[src/rtl/rr_grant_arbiter_pkg.sv]
// Shared types and helpers for the 4-requester round-robin grant arbiter.
// Holds requester count, index width, FSM encoding and the wrapping increment.
package rr_grant_arbiter_pkg;

   localparam int N_REQ = 4;
   localparam int IDX_W = 2;

   typedef enum logic [1:0] {
      IDLE  = 2'd0,
      GRANT = 2'd1,
      GAP   = 2'd2
   } arb_state_e;

   // Index arithmetic is IDX_W bits wide, so 3+1 wraps to 0 naturally.
   function automatic logic [IDX_W-1:0] idx_inc(input logic [IDX_W-1:0] idx);
      return idx + IDX_W'(1);
   endfunction

endpackage

[src/rtl/rr_prio_enc4.sv]
// Combinational rotating priority encoder: the first set request at or after
// ptr_i (wrapping) wins, and its index is reported as a 2-bit code.
module rr_prio_enc4
   import rr_grant_arbiter_pkg::*;
(
   input  logic [N_REQ-1:0] req_i,
   input  logic [IDX_W-1:0] ptr_i,
   output logic [IDX_W-1:0] win_idx_o,
   output logic             win_any_o
);

   logic [2*N_REQ-1:0] dbl;
   logic [N_REQ-1:0]   rot;
   logic [IDX_W-1:0]   off;

   always_comb begin
      // Rotate so the highest-priority requester lands in bit 0.
      dbl = {req_i, req_i} >> ptr_i;
      rot = dbl[N_REQ-1:0];
      off = '0;
      casez (rot)
         4'b???1: off = 2'd0;
         4'b??10: off = 2'd1;
         4'b?100: off = 2'd2;
         4'b1000: off = 2'd3;
         default: off = 2'd0;
      endcase
      win_idx_o = ptr_i + off;
      win_any_o = |req_i;
   end

endmodule

[src/rtl/rr_grant_arbiter.sv]
// Round-robin arbiter for one shared resource: grants are held until the owner
// releases or the hold limit expires, followed by one turnaround cycle.
module rr_grant_arbiter
   import rr_grant_arbiter_pkg::*;
#(
   parameter int MAX_HOLD = 8,
   parameter int CNT_W    = 4
) (
   input  logic             clk,
   input  logic             rst,
   input  logic [N_REQ-1:0] req,
   output logic [N_REQ-1:0] gnt,
   output logic [IDX_W-1:0] gnt_idx,
   output logic             gnt_valid,
   output logic             timeout
);

   arb_state_e       state_q;
   logic [IDX_W-1:0] ptr_q;
   logic [CNT_W-1:0] hold_cnt_q;
   logic [CNT_W-1:0] hold_cnt_d;
   logic [N_REQ-1:0] gnt_q;
   logic [IDX_W-1:0] gnt_idx_q;
   logic             timeout_q;
   logic [IDX_W-1:0] win_idx;
   logic             win_any;
   logic             owner_req;
   logic             hold_hit;

   rr_prio_enc4 u_prio_enc (
      .req_i     (req),
      .ptr_i     (ptr_q),
      .win_idx_o (win_idx),
      .win_any_o (win_any)
   );

   assign owner_req  = req[gnt_idx_q];
   assign hold_hit   = (MAX_HOLD != 0) && (hold_cnt_q == CNT_W'(MAX_HOLD));
   assign hold_cnt_d = (&hold_cnt_q) ? hold_cnt_q : hold_cnt_q + CNT_W'(1);

   always_ff @(posedge clk or posedge rst) begin
      if (rst) begin
         state_q    <= IDLE;
         ptr_q      <= '0;
         hold_cnt_q <= '0;
         gnt_q      <= '0;
         gnt_idx_q  <= '0;
         timeout_q  <= 1'b0;
      end else begin
         timeout_q <= 1'b0;
         case (state_q)
            IDLE: begin
               if (win_any) begin
                  gnt_q      <= N_REQ'(1) << win_idx;
                  gnt_idx_q  <= win_idx;
                  hold_cnt_q <= CNT_W'(1);
                  state_q    <= GRANT;
               end
            end
            GRANT: begin
               if (!owner_req || hold_hit) begin
                  gnt_q     <= '0;
                  gnt_idx_q <= '0;
                  ptr_q     <= idx_inc(gnt_idx_q);
                  state_q   <= GAP;
                  // A voluntary release in the limit cycle is not a timeout.
                  timeout_q <= owner_req;
               end else begin
                  hold_cnt_q <= hold_cnt_d;
               end
            end
            GAP:     state_q <= IDLE;
            default: state_q <= IDLE;
         endcase
      end
   end

   assign gnt       = gnt_q;
   assign gnt_idx   = gnt_idx_q;
   assign gnt_valid = |gnt_q;
   assign timeout   = timeout_q;

endmodule

[config.mk]
export PLATFORM = sky130hd
export DESIGN_NAME = rr_grant_arbiter
export DESIGN_NICKNAME = d
export VERILOG_FILES = /design/src/rtl/rr_grant_arbiter_pkg.sv /design/src/rtl/rr_prio_enc4.sv /design/src/rtl/rr_grant_arbiter.sv
export SDC_FILE = /design/constraint.sdc
export NUM_CORES = 1
export LEC_CHECK = 0
export CORE_MARGIN = 2
export CORE_UTILIZATION = 42
export DETAILED_ROUTE_END_ITERATION = 8
export PLACE_DENSITY_LB_ADDON = 0.05
export SYNTH_ARGS = -nofsm -noshare
export SYNTH_HDL_FRONTEND = slang
export SYNTH_HIERARCHICAL = 1
export SYNTH_SLANG_ARGS = --single-unit
export TNS_END_PERCENT = 20
[constraint.sdc]
create_clock -name clk -period 1.7 [get_ports clk]
set_input_delay 0.17 -clock clk [delete_from_list [all_inputs] [get_ports clk]]
set_output_delay 0.17 -clock clk [all_outputs]
set_load 0.02 [all_outputs]
After elaboration in Yosys (flattened, before gate mapping)
Index checks and enable logic that the tools add are counted.
{"block": "totals", "mem_bits_ro": 0, "ramBits": 0, "in_bits": 6, "latchBits": 0, "ff_bits": 15, "memories": 0}
{"block": "op_classes", "magnitude_cmp": 1, "n_mul": 0, "mux": 18, "reduce_logical": 11, "n_div": 0, "n_addsub": 3, "bitwise": 0, "eq_ne": 9, "n_shift": 2}
{"operator": "4-bit two-way mux", "count": 5}
{"operator": "4-bit case mux with 2 select lines", "count": 2}
{"operator": "4-bit equality test, second input constant", "count": 2}
{"operator": "2-bit two-way mux", "count": 4}
{"operator": "2-bit case mux with 2 select lines", "count": 2}
{"operator": "4-bit AND reduction", "count": 2}
{"operator": "4-bit OR reduction", "count": 2}
{"operator": "8-bit by 2-bit >> shifter with 4-bit output", "count": 1}
{"operator": "2-bit != test, second input constant", "count": 3}
{"operator": "2-bit case mux with 3 select lines", "count": 1}
{"operator": "4-bit by 1-bit adder with 4-bit output, second input constant", "count": 1}
{"operator": "2-bit AND reduction", "count": 2}
{"operator": "1-bit by 2-bit << shifter with 4-bit output, first input constant", "count": 1}
{"operator": "3-bit equality test, second input constant", "count": 1}
{"operator": "2-bit by 3-bit < comparator with 1-bit output, second input constant", "count": 1}
{"operator": "1-bit two-way mux", "count": 3}
{"operator": "3-bit AND reduction", "count": 1}
{"operator": "2-bit by 1-bit adder with 2-bit output, second input constant", "count": 1}
{"operator": "2-bit adder", "count": 1}
{"operator": "1-bit binary-select mux with 2-bit select", "count": 1}
{"operator": "2-bit by 1-bit equality test with 1-bit output, second input constant", "count": 1}
{"operator": "2-bit equality test, second input constant", "count": 1}
{"operator": "2-bit zero test", "count": 1}
{"operator": "2-bit by 1-bit != test with 1-bit output, second input constant", "count": 1}
{"operator": "3 further kinds", "count": 3}

Longest topological paths before layout
{"block": "depth", "ltp_word": 7, "depth_mapped": 10}

By module
The synthesis kept the hierarchy.
{"mod": "rr_grant_arbiter", "cells_each": 70, "seq_area_each_um2": 375.4, "instances": 1, "area_per_inst_um2": 757.0}
{"mod": "rr_prio_enc4", "cells_each": 26, "seq_area_each_um2": 0.0, "instances": 1, "area_per_inst_um2": 193.9}

Worst setup path before layout
No wires, ideal clock.
{"block": "synth_timing", "kind": "reg2reg", "start": "register ptr_q[1]", "end": "register gnt_q[3], in the netlist gnt[3]", "stages_incl_launch_ff": 11, "arrival_ns": 1.804, "required_time_ns": 1.599, "setup_slack_ns": -0.205, "setup_ns": 0.101, "period_less_slack_ns": 1.905, "cell_sequence": "dfrtp_1 > buf_6 > nand2b_1 > a21oi_1 > o211ai_1 > o21a_1 > ha_1 > xnor2_1 > xnor2_1 > inv_1 > o32ai_1"}
{"block": "synth_between", "elab_chain_len": 7, "word_cells_on_any_way": 9, "classes_between": "1 x add/sub; 3 x eq/ne; 2 x shift; 3 x mux"}
{"element": "from (decl)", "line_no": "rr_grant_arbiter.sv:19", "rtl": "logic [IDX_W-1:0] ptr_q;"}
{"element": "from (signal assigned)", "line_no": "rr_grant_arbiter.sv:64", "rtl": "ptr_q <= idx_inc(gnt_idx_q);"}
{"element": "8-bit by 2-bit >> shifter with 4-bit output", "line_no": "rr_prio_enc4.sv:18", "rtl": "dbl = {req_i, req_i} >> ptr_i;"}
{"element": "4-bit equality test (tied with other cells)", "line_no": "rr_prio_enc4.sv:21", "rtl": "casez (rot)"}
{"element": "2-bit case mux with 3 select lines", "line_no": "rr_prio_enc4.sv:21"}
{"element": "2-bit adder *", "line_no": "rr_prio_enc4.sv:28", "rtl": "win_idx_o = ptr_i + off;"}
{"element": "named net win_idx[1]", "line_no": "rr_grant_arbiter.sv:25", "rtl": "logic [IDX_W-1:0] win_idx;"}
{"element": "1-bit by 2-bit << shifter with 4-bit output *", "line_no": "rr_grant_arbiter.sv:54", "rtl": "gnt_q <= N_REQ'(1) << win_idx;"}
{"element": "4-bit two-way mux *", "line_no": "rr_grant_arbiter.sv:53", "rtl": "if (win_any) begin"}
{"element": "4-bit case mux with 2 select lines *", "line_no": "rr_grant_arbiter.sv:51", "rtl": "case (state_q)"}
{"element": "to (signal assigned)", "line_no": "rr_grant_arbiter.sv:54"}
{"element": "to (decl)", "line_no": "rr_grant_arbiter.sv:22", "rtl": "logic [N_REQ-1:0] gnt_q;"}
The timed path passes the listed nets; every way through them passes the cells marked *. The select of a mux whose other input is x is not followed.
A chain may end at the register's enable or synchronous reset.

Worst setup path in the final report
{"block": "layout_timing", "start": "register ptr_q[1]", "end": "register gnt_q[1], in the netlist gnt[1]"}
The elaborated chain is that of the path after synthesis.

==> results.md <==
- DR vias/cell: 5.66
- DRC Markers: 0
- Max FO, Critical Path: 5
- Rows: 17
- Largest area contributor in the netlist: dfrtp_1
- FF+latch area: 377 sq um
- Share of cells above drive strength 1: 0.333
- Number of global-route vias before repair: 886
- Clk_lat worst skew: 280 ps
- Worst-Margin Slew: 585 ps
- Pwr dens: 1910 nW/um^2
- Synth warn: 6
- Clk_skew: 3.15 ps
- Fmax: 540 MHz
- Routed WL: 2.33 mm
- Fin crit period: 1850 ps
- Max_cap viols: 0
- Slew HR: 0.610
- H-tree depth: 1
- Seq/Total Area, Yosys: 0.395
- N_diodes: 0
- Critical path class: reg2reg
- Initial antenna violation count: 0
- Initial Util: 0.438
- Tot GR Track Use: 0.213
- Most frequent cells in the layout: dfrtp_1, buf_4, clkdlybuf4s50_1, nand2_1, inv_1
- RePlAce Congestion: 0.755
- Pin count of the biggest net entering global routing: 16
- Area grow syn2layout: 38.7%
- Finished Cell Area: 1320 sq um
- Critical Path RT: 1900 ps
- Die area: 2660 sq um
- Dpl hpwl: 1.64 mm
- Leakage power: 0.589 nW
- Final Hold Viols: 0
- Final core utilization: 0.608
- Vias: 871
- Max-slew violations: 0
- Total congestion overflow: 0
- WL/cell: 15.1 um
- Ports: 14
- Post-route ant nets: 0
- Mean Syn Cell Area: 9.91 sq um
- #FFs+latches synth: 15
- First-pass GRT wire length: 4.11 mm
- Post-Place Cell Area: 1230 sq um
- Fin nets: 136
- CTS buffer count: 3
- Port Buffers: 13
- Period utilisation layout: 1.09
- VDD IR max: 0.00127 V
- Die X: 51.6 um
- Status: finished, violations left
- Crit start category: register
- Asr flop ratio synth: 1.00
- Setup crit end kind: register
- Count of final setup violators: 6
- Post-synth top flop: dfrtp_1
- Chip height: 51.6 um
- CTS Sinks: 15
- Multi-input gate area: 586 sq um
- Clk buf depth: 2
- Post-synthesis cell area: 951 sq um
- Syn Nets: 105
- RSZ-0062 raised after global routing: yes
- Largest cells by area after synthesis: dfrtp_1, ha_1, nand2_1
- CTS root buf: clkbuf_4
- Core Footprint: 2170 sq um
- Failing checks: setup timing
- Post-synthesis cell count: 96
- Post-route worst setup slack: -152 ps
- Data arrival time of the worst path: 2050 ps
- EDFF count, synth: 0
- CTS tree: yes
- Setup Fix Bufs, Post-CTS: 0
- Worst Hold Class: in2async
- Clk pin slew, worst setup/hold paths: 100 ps
- Netlist cell types: 40
- Yosys top cell area share: 0.395
- Detailed Route Iter0 Violations: 5
- TritonRoute pass-1 iters: 4
- Filler cell count: 210
- Pre-CTS setup slack: -461 ps
==> area by class of cell <==
class / instances / share of cell area
Timing Repair Buffer: 29 / 0.197
Multi-Input combinational cell: 69 / 0.444
Inverter: 9 / 0.0256
Clock inverter: 1 / 0.00380
Clock buffer: 3 / 0.0171
Sequential cell: 15 / 0.286
Tap cell: 28 / 0.0266
==> stage by stage <==
stage / instances / hold slack, ps / setup TNS (ps) / total power [mW]
floorplan: 96 / 71.5 / -536 / 1.50
global route: 154 / 289 / -1440 / 2.73
global placement: 150 / 518 / -3980 / 2.07
CTS: 154 / 250 / -883 / 2.48
finish: 154 / 232 / -695 / 2.52
detailed placement: 150 / 536 / -4490 / 2.11
==> cells by family after synthesis <==
group | Yosys count | share of synthesized area
AO/OA/AOI/OAI | 23 | 0.196
XOR/XNOR | 3 | 0.0276
adder cells (fa/ha/maj) | 3 | 0.0395
multiplexers | 3 | 0.0500
buffers and inverters | 12 | 0.0553
AND/OR/NAND/NOR | 37 | 0.237
flip-flops | 15 | 0.395
==> worst max-delay path, cell delays in order, from the launching register on <==
cell and delay (ps):
dfrtp_2 450, nand2b_4 150, a21oi_2 130, o211ai_1 90, o21a_1 130, ha_2 180, xnor2_2 140, xnor2_2 150
buf_4 160, o32ai_2 190
==> worst paths after layout <==
check                      slack [ps]          start       endpoint  cells after the start
setup reg to reg                 -150       ptr_q[1]         gnt[1]                      9
max in group asynchronous        1050            rst       ptr_q[1]                      2
setup / recovery                 -150       ptr_q[1]         gnt[1]                      9
hold reg to reg                   560  hold_cnt_q[3]  hold_cnt_q[3]                      1
min in group clk                  560  hold_cnt_q[3]  hold_cnt_q[3]                      1
hold / removal                    230            rst  hold_cnt_q[0]                      2
==> synth_stat cells (3+ instances only) <==
| cell type | n |
|---|---|
| dfrtp_1 | 15 |
| nand2_1 | 10 |
| inv_1 | 9 |
| nor2b_1 | 4 |
| o32ai_1 | 4 |
| ha_1 | 3 |
| o211ai_1 | 3 |
| o22ai_1 | 3 |
==> layer usage <==
layer,up-vias,track usage,wire length (um)
met5,-,0,0
met4,0,0.0526,22
met3,4,0.0575,66
met2,14,0.376,1250
met1,436,0.255,995
li1,417,-,-
==> timing repair <==
item	4_1_cts	5_1_grt
setup endpoints to repair	7	11
hold buffers	0	0
gates resized for setup	11	5
pin swaps	7	1
==> report_power, final <==
group	total (mW)	switching [mW]	internal [mW]
clock network	0.211	0.123	0.0874
logic	1.66	0.805	0.853
registers	0.650	0.152	0.498
total	2.52	1.08	1.44
==> registers in the layout, indices dropped and copies added, names as in the netlist <==
register,cells
gnt,4
gnt_idx,2
hold_cnt_q,4
ptr_q,2
state_q,2
timeout,1
Note: power is estimated with default switching activity, not from simulation.
